==> src/rtl/sync_fifo_16to8_pkg.sv <==
// Shared definitions for the 16-to-8 unpacking FIFO and the 8-to-16 path models.
package fifo_pkg;

    // Default word depth of the FIFO.
    localparam int FIFO_DEPTH_DEF = 128;

    // High byte of each word leaves the FIFO first.
    localparam bit BYTE_ORDER_MSB_FIRST = 1'b1;

    // Occupancy between two free-running pointers of the given width.
    // The subtraction wraps modulo 2^width.
    function automatic logic [31:0] occupancy(input logic [31:0] head,
                                              input logic [31:0] tail,
                                              input int unsigned width);
        logic [31:0] mask;
        mask = (32'd1 << width) - 32'd1;
        return (head - tail) & mask;
    endfunction

endpackage

==> src/rtl/sync_fifo_16to8_if.sv <==
// Bus between a word producer / byte consumer and the 16-to-8 FIFO.
interface sync_fifo_16to8_if
    import fifo_pkg::*;
#(
    parameter int DEPTH = FIFO_DEPTH_DEF
);
    localparam int ADDR_W = $clog2(DEPTH);

    logic [15:0]       wr_data;
    logic              wr_en;
    logic              rd_en;
    logic [7:0]        rd_data;
    logic              rd_valid;
    logic              full;
    logic              empty;
    logic              overflow;
    logic              underflow;
    logic [ADDR_W:0]   wr_data_count;
    logic [ADDR_W+1:0] rd_data_count;

    // FIFO side.
    modport slave (
        input  wr_data, wr_en, rd_en,
        output rd_data, rd_valid, full, empty, overflow, underflow,
               wr_data_count, rd_data_count
    );

    // User side.
    modport master (
        output wr_data, wr_en, rd_en,
        input  rd_data, rd_valid, full, empty, overflow, underflow,
               wr_data_count, rd_data_count
    );

endinterface

==> src/rtl/sync_fifo_16to8_sdp_ram_16.sv <==
// Simple dual-port word store: synchronous write, asynchronous read.
module sdp_ram_16 #(
    parameter int DEPTH  = 128,
    parameter int ADDR_W = $clog2(DEPTH)
) (
    input  logic              clk,
    input  logic              we,
    input  logic [ADDR_W-1:0] waddr,
    input  logic [15:0]       wdata,
    input  logic [ADDR_W-1:0] raddr,
    output logic [15:0]       rdata
);

    logic [15:0] mem [DEPTH];

    // Store the incoming word; contents are deliberately left uninitialised.
    always_ff @(posedge clk) begin
        if (we) begin
            mem[waddr] <= wdata;
        end
    end

    assign rdata = mem[raddr];

endmodule

==> src/rtl/sync_fifo_16to8.sv <==
// Single-clock FIFO taking 16-bit words and delivering them as a byte stream.
module sync_fifo_16to8
    import fifo_pkg::*;
#(
    parameter int DEPTH = FIFO_DEPTH_DEF
) (
    input  logic                sys_clk,
    input  logic                sys_rst,
    sync_fifo_16to8_if.slave    bus
);

    localparam int ADDR_W = $clog2(DEPTH);
    localparam int WCW    = ADDR_W + 1;
    localparam int RCW    = ADDR_W + 2;

    logic [ADDR_W:0]   wr_ptr;
    logic [ADDR_W+1:0] rd_ptr;
    logic [ADDR_W:0]   rd_word;
    logic [WCW-1:0]    wr_count;
    logic [RCW-1:0]    rd_count;
    logic              full;
    logic              empty;
    logic              wr_accept;
    logic              rd_accept;
    logic [15:0]       ram_rdata;
    logic [7:0]        byte_sel;
    logic [7:0]        rd_data;
    logic              rd_valid;
    logic              overflow;
    logic              underflow;

    // Counts and flags come only from registered pointers. A word slot stays
    // counted until both of its bytes have been read.
    assign rd_word   = rd_ptr[ADDR_W+1:1];
    assign wr_count  = WCW'(occupancy(32'(wr_ptr), 32'(rd_word), WCW));
    assign rd_count  = RCW'(occupancy(32'({wr_ptr, 1'b0}), 32'(rd_ptr), RCW));
    assign full      = (wr_count == WCW'(DEPTH));
    assign empty     = (rd_count == '0);

    // Each side is judged against the flags as they stood before the edge,
    // so there is no fall-through and no write into a slot freed this cycle.
    assign wr_accept = bus.wr_en && !full;
    assign rd_accept = bus.rd_en && !empty;

    sdp_ram_16 #(
        .DEPTH  (DEPTH),
        .ADDR_W (ADDR_W)
    ) u_ram (
        .clk   (sys_clk),
        .we    (wr_accept),
        .waddr (wr_ptr[ADDR_W-1:0]),
        .wdata (bus.wr_data),
        .raddr (rd_word[ADDR_W-1:0]),
        .rdata (ram_rdata)
    );

    // Pick the byte addressed by the low bit of the byte pointer.
    assign byte_sel = (rd_ptr[0] ^ !BYTE_ORDER_MSB_FIRST) ? ram_rdata[7:0]
                                                          : ram_rdata[15:8];

    // Pointer, output-register and status-pulse update.
    always_ff @(posedge sys_clk or posedge sys_rst) begin
        if (sys_rst) begin
            wr_ptr    <= '0;
            rd_ptr    <= '0;
            rd_data   <= '0;
            rd_valid  <= 1'b0;
            overflow  <= 1'b0;
            underflow <= 1'b0;
        end else begin
            if (wr_accept) begin
                wr_ptr <= wr_ptr + 1'b1;
            end
            if (rd_accept) begin
                rd_ptr  <= rd_ptr + 1'b1;
                rd_data <= byte_sel;
            end
            rd_valid  <= rd_accept;
            overflow  <= bus.wr_en && full;
            underflow <= bus.rd_en && empty;
        end
    end

    assign bus.rd_data       = rd_data;
    assign bus.rd_valid      = rd_valid;
    assign bus.full          = full;
    assign bus.empty         = empty;
    assign bus.overflow      = overflow;
    assign bus.underflow     = underflow;
    assign bus.wr_data_count = wr_count;
    assign bus.rd_data_count = rd_count;

endmodule
==> src/flat_wrapper.sv <==
// flat-port wrapper written by rule: the top's interface ports become plain ports
module sync_fifo_16to8_flat import fifo_pkg::*;
#(
    parameter int DEPTH = FIFO_DEPTH_DEF
)
  (sys_clk, sys_rst, bus_wr_data, bus_wr_en, bus_rd_en, bus_rd_data, bus_rd_valid, bus_full, bus_empty, bus_overflow, bus_underflow, bus_wr_data_count, bus_rd_data_count);
  sync_fifo_16to8_if #(.DEPTH(DEPTH)) bus_i ();
  input  logic sys_clk;
  input  logic sys_rst;
  input wire logic [$bits(bus_i.wr_data)-1:0] bus_wr_data;
  input wire logic [$bits(bus_i.wr_en)-1:0] bus_wr_en;
  input wire logic [$bits(bus_i.rd_en)-1:0] bus_rd_en;
  output wire logic [$bits(bus_i.rd_data)-1:0] bus_rd_data;
  output wire logic [$bits(bus_i.rd_valid)-1:0] bus_rd_valid;
  output wire logic [$bits(bus_i.full)-1:0] bus_full;
  output wire logic [$bits(bus_i.empty)-1:0] bus_empty;
  output wire logic [$bits(bus_i.overflow)-1:0] bus_overflow;
  output wire logic [$bits(bus_i.underflow)-1:0] bus_underflow;
  output wire logic [$bits(bus_i.wr_data_count)-1:0] bus_wr_data_count;
  output wire logic [$bits(bus_i.rd_data_count)-1:0] bus_rd_data_count;
  assign bus_i.wr_data = bus_wr_data;
  assign bus_i.wr_en = bus_wr_en;
  assign bus_i.rd_en = bus_rd_en;
  assign bus_rd_data = bus_i.rd_data;
  assign bus_rd_valid = bus_i.rd_valid;
  assign bus_full = bus_i.full;
  assign bus_empty = bus_i.empty;
  assign bus_overflow = bus_i.overflow;
  assign bus_underflow = bus_i.underflow;
  assign bus_wr_data_count = bus_i.wr_data_count;
  assign bus_rd_data_count = bus_i.rd_data_count;
  sync_fifo_16to8 #(.DEPTH(DEPTH)) u_core (.sys_clk(sys_clk), .sys_rst(sys_rst), .bus(bus_i));
endmodule
==> config.mk <==
export PLATFORM = sky130hd
export DESIGN_NAME = sync_fifo_16to8_flat
export DESIGN_NICKNAME = d
export VERILOG_FILES = /design/src/rtl/sync_fifo_16to8_pkg.sv /design/src/rtl/sync_fifo_16to8_if.sv /design/src/rtl/sync_fifo_16to8_sdp_ram_16.sv /design/src/rtl/sync_fifo_16to8.sv /design/src/flat_wrapper.sv
export SDC_FILE = /design/constraint.sdc
export NUM_CORES = 2
export LEC_CHECK = 0
export CAP_MARGIN = 20
export CORE_MARGIN = 2
export CORE_UTILIZATION = 40
export CTS_BUF_LIST = sky130_fd_sc_hd__clkbuf_8
export CTS_CLUSTER_SIZE = 10
export DETAILED_ROUTE_END_ITERATION = 12
export SLEW_MARGIN = 20
export SYNTH_ARGS = -nofsm -noshare
export SYNTH_HDL_FRONTEND = slang
export SYNTH_HIERARCHICAL = 1
export SYNTH_SLANG_ARGS = --single-unit
==> constraint.sdc <==
create_clock -name sys_clk -period 10.9 [get_ports sys_clk]
set_clock_uncertainty 0.05 [all_clocks]
set_input_delay 1.635 -clock sys_clk [delete_from_list [all_inputs] [get_ports sys_clk]]
set_output_delay 1.635 -clock sys_clk [all_outputs]
set_load 0.01 [all_outputs]
# Word level (Yosys, flattened, before mapping)
# Memories as Yosys holds them, arrays and structs flattened.
# Index checks and enable logic that the tools add are counted.
[totals]
ramBits = 2048
n_memories = 1
reg_bits = 28
output_inout_bits = 30
elab_cells = 22
input_bits = 20
[mem_list]
columns = ["memory", "words", "width", "read_ports", "rd_clocked_by_memory_dff", "wr", "line_no", "text"]
rows = [
  ["u_core.u_ram.mem", 128, 16, 1, 0, 1, "sync_fifo_16to8_sdp_ram_16.sv:14", "logic [15:0] mem [DEPTH];"],
]
[op_classes]
eq_ne = 1
reduce_logical = 7
add_sub_neg = 4
muxes = 3
[ops]
columns = ["op", "n"]
rows = [
  ["9-bit by 1-bit adder with 9-bit output, second input constant", 1],
  ["9-bit zero test", 1],
  ["9-bit subtractor", 1],
  ["8-bit by 1-bit adder with 8-bit output, second input constant", 1],
  ["8-bit == test, second input constant", 1],
  ["8-bit 2-to-1 mux", 1],
  ["8-bit subtractor", 1],
  ["1-bit logical AND", 4],
  ["1-bit zero test", 2],
  ["1-bit 2-to-1 mux", 2],
]

# Depth between registers and ports, before layout
[depth]
word_depth = 6
ltp_mapped = 15
depth_no_buf = 13

# Modules after synthesis
# Netlist, hierarchy kept.
[by_module_without_submodules]
columns = ["mod", "n_inst", "cells_each", "area_each_um2", "seq_area_each_um2"]
rows = [
  ["sdp_ram_16", 1, 3070, 78202.5, 61499.0],
  ["sync_fifo_16to8", 1, 214, 2000.7, 700.7],
]

# Worst setup path after synthesis
# No wires, ideal clock.
[synth_timing]
path_type = "flip-flop to flip-flop"
start = "register u_core.wr_ptr[0]"
end = "memory u_core.u_ram.mem[98][0] (enable)"
n_path_buf = 1
setup_time_ns = 0.409
period_less_slack_ns = 4.365
t_required_ns = 10.441
stages_incl_launch_ff = 14
t_arrival_ns = 3.905
path_slack_ns = 6.535
cell_sequence = "dfrtp_1 inv_1 ha_1 inv_1 fa_1 nand3_1 nand2_2 a2111oi_0 or3_1 nor4_4 nor2b_2 clkbuf_1 nand4_1 nor3_1"
[synth_via]
elab_chain_cells = 6
[synth_rtl]
columns = ["element", "line_no", "text"]
rows = [
  ["from (decl)", "sync_fifo_16to8.sv:16", "logic [ADDR_W:0] wr_ptr;"],
  ["from (signal assigned)", "sync_fifo_16to8.sv:72", "wr_ptr <= wr_ptr + 1'b1;"],
  ["8-bit subtractor", "sync_fifo_16to8_pkg.sv:17", "return (head - tail) & mask;"],
  ["via bus_wr_data_count[6]", "flat_wrapper.sv:19", "output wire logic [$bits(bus_i.wr_data_count)-1:0] bus_wr_data_count;"],
  ["8-bit == test", "sync_fifo_16to8.sv:37", "assign full = (wr_count == WCW'(DEPTH));"],
  ["via bus_full", "flat_wrapper.sv:15", "output wire logic [$bits(bus_i.full)-1:0] bus_full;"],
  ["1-bit zero test", "sync_fifo_16to8.sv:42", "assign wr_accept = bus.wr_en && !full;"],
  ["1-bit logical AND", "sync_fifo_16to8.sv:42", ""],
  ["via u_core.wr_accept", "sync_fifo_16to8.sv:23", "logic wr_accept;"],
  ["1-bit 2-to-1 mux", "sync_fifo_16to8_sdp_ram_16.sv:18", "if (we) begin"],
  ["1-bit 2-to-1 mux (not written as such)", "sync_fifo_16to8_sdp_ram_16.sv:19", "mem[waddr] <= wdata;"],
  ["to (decl)", "sync_fifo_16to8_sdp_ram_16.sv:14", ""],
]
# The timed path passes the listed nets, and every way through them passes these cells.

# Final worst setup path
[layout_timing]
start = "register u_core.wr_ptr[0]"
end = "output bus_full"
[layout_via]
elab_chain_cells = 2
[layout_rtl]
columns = ["element", "line_no"]
rows = [
  ["8-bit subtractor", "sync_fifo_16to8_pkg.sv:17"],
  ["8-bit == test", "sync_fifo_16to8.sv:37"],
  ["to (decl)", "flat_wrapper.sv:15"],
]
# No other way between the ends.

==> summary.txt <==
Status
  – Outcome: finished clean

Clocking
  – Clock tree buffer depth: 4
  – CTS tree: yes
  – Worst skew pair latency: 1.05 ns
  – Root Driver: clkbuf_8
  – CTS resizes: 0
  – Post CTS Setup Buffer Count: 0
  – CTS clk-pin slew, worst paths: 0.06 ns
  – H-tree level count: 5
  – Clock sinks: around 2100
  – Cts hold-fix bufs: 0
  – Inserted Clock Buffers: 347

Power
  – Clock power share: 27.1%
  – Int Power: 15.23 mW
  – Maximum vdd drop: 0.1899 mV
  – Sequential share of power: approximately two fifths
  – Power Density: 244.8 mW/mm2
  – Switch share: 31.35%
  – P_sw: between 6 and 7 mW
  – Leakage: between 20 and 30 nW
  – Combinational power share: a little under a third

Timing
  – Minimum clock period: slightly below 7 ns
  – RSZ-0062 raised after global routing: false
  – Tcrit/Tclk final: 63.51%
  – Rel. slew slack: 25.39%
  – Slew Limit Fails: 0
  – Final hold viol count: 0
  – TNS Setup: 0 ns
  – Worst Max-Slew Pin Slew: 1.119 ns
  – # setup viols final: 0
  – Max Clock Freq: 144.5 MHz
  – Hold_ws: 0.4487 ns

Worst setup path
  – Worst Setup Start Kind: register
  – CP top delay family: buffers and inverters
  – Req. time, crit path: 9.22 ns
  – Reg2reg path depth: 14
  – CP max FO: 23
  – R2R Path End: u_core/u_ram/mem[55][5]$_DFFE_PP_
  – Critical path's slowest cell: dfrtp_1
  – Setup CP Type: register to output port
  – R2r setup slk: slightly below 5 ns
  – Buf+Inv Stages, Crit Path: 4
  – Worst path most repeated cell: inv_1
  – CP Data Arrival Time: about 5.2 ns
  – Reg2reg start: u_core/wr_ptr[0]$_DFFE_PP0P_
  – CP Cell Sequence: inv_1 > ha_1 > inv_1 > fa_1 > nand2b_1 > or4_4 > nor4_4 > buf_4 > clkdlybuf4s50_1
  – Slowest Stage Delay on Critical Path: 0.89 ns
  – Critical Path End Type: output port

Global route
  – Grt total ovfl: 0
  – Global-route wire length before repair: 288.5 mm
  – Initial antenna violation count: 18
  – Total GRT Usage: about 20%
  – Largest net degree at the start of global routing: 145
  – Vias in the first global route: 38000

Final layout
  – Area Overhead vs Synth: 13.03%
  – Layout cells sized above 1: 33.86%
  – Post-Route Utilization: 45.45%
  – Fin cells: 6578
  – Design area: 0.09065 mm2
  – Final-stage net count: 3719
  – FILL cells: 16420

Routing
  – DR iter-0 viols: 4451
  – Drt first pass iters: 7
  – Drt total wl: 203.5 mm
  – Vias: 37490
  – Avg WL per Cell: between 30 and 40 um
  – DRC: 0
  – Antenna-violating nets left: 0
  – Vias per std cell: 5.699

Die
  – Starting Density: 40.21%
  – Core Area: 0.1995 mm2
  – Die X: approximately 450 um
  – # IOs: 50
  – Die ar.: 0.2041 mm2
  – Row count: 164
  – Die Y: approximately 450 um

Synthesis
  – Register area share after synthesis: 77.55%
  – Mapped Nets: 3317
  – Netlist cell types: 49
  – Post-synth top area cell: edfxtp_1
  – Cells after synthesis: 3284
  – Netlist Area Pre-Place: roughly 0.08 mm2
  – Register bit total from synthesis: between 2000 and 2500
  – Synth Warn #: 6
  – Top cell type's share of synthesized area: 76.68%
  – Fraction of registers with async set/reset: 1.349%
  – Syn avg cell area: 24.42 um2
  – Post-synth EDFFs: roughly 2000
  – Most frequent cells after synthesis: edfxtp_1 (2048), mux4_2 (672), nor2_1 (127)
  – Most common cell in the netlist: edfxtp_1
  – Top FF cell, synth: edfxtp_1
  – Synth area leaders: edfxtp_1 (77%), mux4_2 (19%), dfrtp_1 (0.87%)

Min path
  – Hold crit path type: register to register
  – Min-delay src: u_core/rd_ptr[8]$_DFFE_PP0P_
  – Hold Crit Depth: 1
  – Worst Hold End: u_core/rd_ptr[8]$_DFFE_PP0P_

Placed design
  – Placed inst area: 0.08474 mm2
  – Global placer's final weighted congestion: 0.8032
  – Post-Place Cells: 5991
  – Port Buf Inserts: 49
  – Hpwl dp: 116.0 mm

Flow run
  – Max cap viols: 0
how the worst max path moves through the flow:
stage                                   endpoint  slack, ns                    startpoint  cells past startpoint
5_1_grt                                 bus_full       3.85  u_core/wr_ptr[0]$_DFFE_PP0P_                      9
4_1_cts                                 bus_full       3.88  u_core/wr_ptr[0]$_DFFE_PP0P_                      9
3_3_place_gp                            bus_full       5.04  u_core/wr_ptr[0]$_DFFE_PP0P_                      9
2_1_floorplan  u_core/u_ram/mem[98][0]$_DFFE_PP_       6.54  u_core/wr_ptr[0]$_DFFE_PP0P_                     13
3_5_place_dp                            bus_full       5.01  u_core/wr_ptr[0]$_DFFE_PP0P_                      9
6_report                                bus_full       3.98  u_core/wr_ptr[0]$_DFFE_PP0P_                      9
through the flow:
| stage | power, mW | worst slack (ns) |
|---|---|---|
| final | 22.19 | 3.978 |
| after detailed placement | 16.43 | 5.011 |
| after CTS | 22.44 | 3.876 |
| after global routing | 23.01 | 3.849 |
| after global placement | 16.41 | 5.045 |
| after floorplan | 13.76 | 6.535 |
flip-flops by register name, summed over array words and instances (netlist names):
signal and cells:
u_core/wr_ptr 8, u_core/bus.underflow 1, u_core/rd_ptr 9, u_core/bus.rd_data 8
u_core/u_ram/mem 2048, u_core/bus.overflow 1, u_core/bus.rd_valid 1
worst reg2reg max path: stages, from the launching register on:
cell and delay, ns:
dfrtp_1 0.68, inv_1 0.44, ha_1 0.24, inv_1 0.05, fa_1 0.40, nand3_1 0.14
nand2_2 0.08, a2111oi_0 0.38, or3_1 0.24, nor4_4 0.06, buf_4 0.19, nor2b_2 0.38
nand4_1 0.81, nor2_1 0.95, buf_4 0.42
final cells by class:
class	instances	area (um2)	area share [%]
antenna	9	22.52	0.02484
inverter	23	86.33	0.09524
multi-input combinational	1009	17310	19.09
sequential	2076	62220	68.63
tap	2656	3323	3.666
clock buffer	359	4941	5.451
timing repair buffer	229	1862	2.054
clock inverter	217	893.4	0.9855
cell families after synthesis:
family          after synthesis  share of synthesized area [%]
flops                      2076                          77.55
mux                         698                          19.23
simple gates                230                          1.335
buf+inv                     199                          1.047
compound gates               43                         0.3432
xor+xnor                     25                         0.2730
fa+ha+maj                    13                         0.2215
placed cells by master (no fill, tap or decap), drive strengths merged, types with 3 or more instances in the layout:
cell type         n
edfxtp         2048
mux4            672
clkbuf          359
buf             197
inv             133
nor2            127
clkinv          102
clkdlybuf4s50    32
dfrtp            28
nand2            23
nand3            19
a21oi            18
mux2             18
xnor2            17
nor3             15
ha               11
diode             9
a31oi             9
nand4             9
nor2b             9
xor2              8
mux2i             8
nand2b            7
clkinvlp          4
nand3b            4
o21ai             4
a2111oi           3
and2              3
routing by layer:
layer  global-route usage (%)  part of all wire (%)
met5                        0                 0.016
met4                    6.140                   2.7
met3                    3.427                   7.3
met2                    31.37                    48
met1                    28.60                    42
power groups by stage:
stage / Clock, mW / Combinational [mW] / Sequential, mW
finish: 6.01 / 6.92 / 9.26
global route: 6.49 / 7.24 / 9.28
CTS: 6.16 / 7.01 / 9.27
detailed placement: 0 / 7.00 / 9.43
global placement: 0 / 6.99 / 9.43
floorplan: 0 / 4.55 / 9.20
Note: power is estimated with default switching activity, not from simulation.
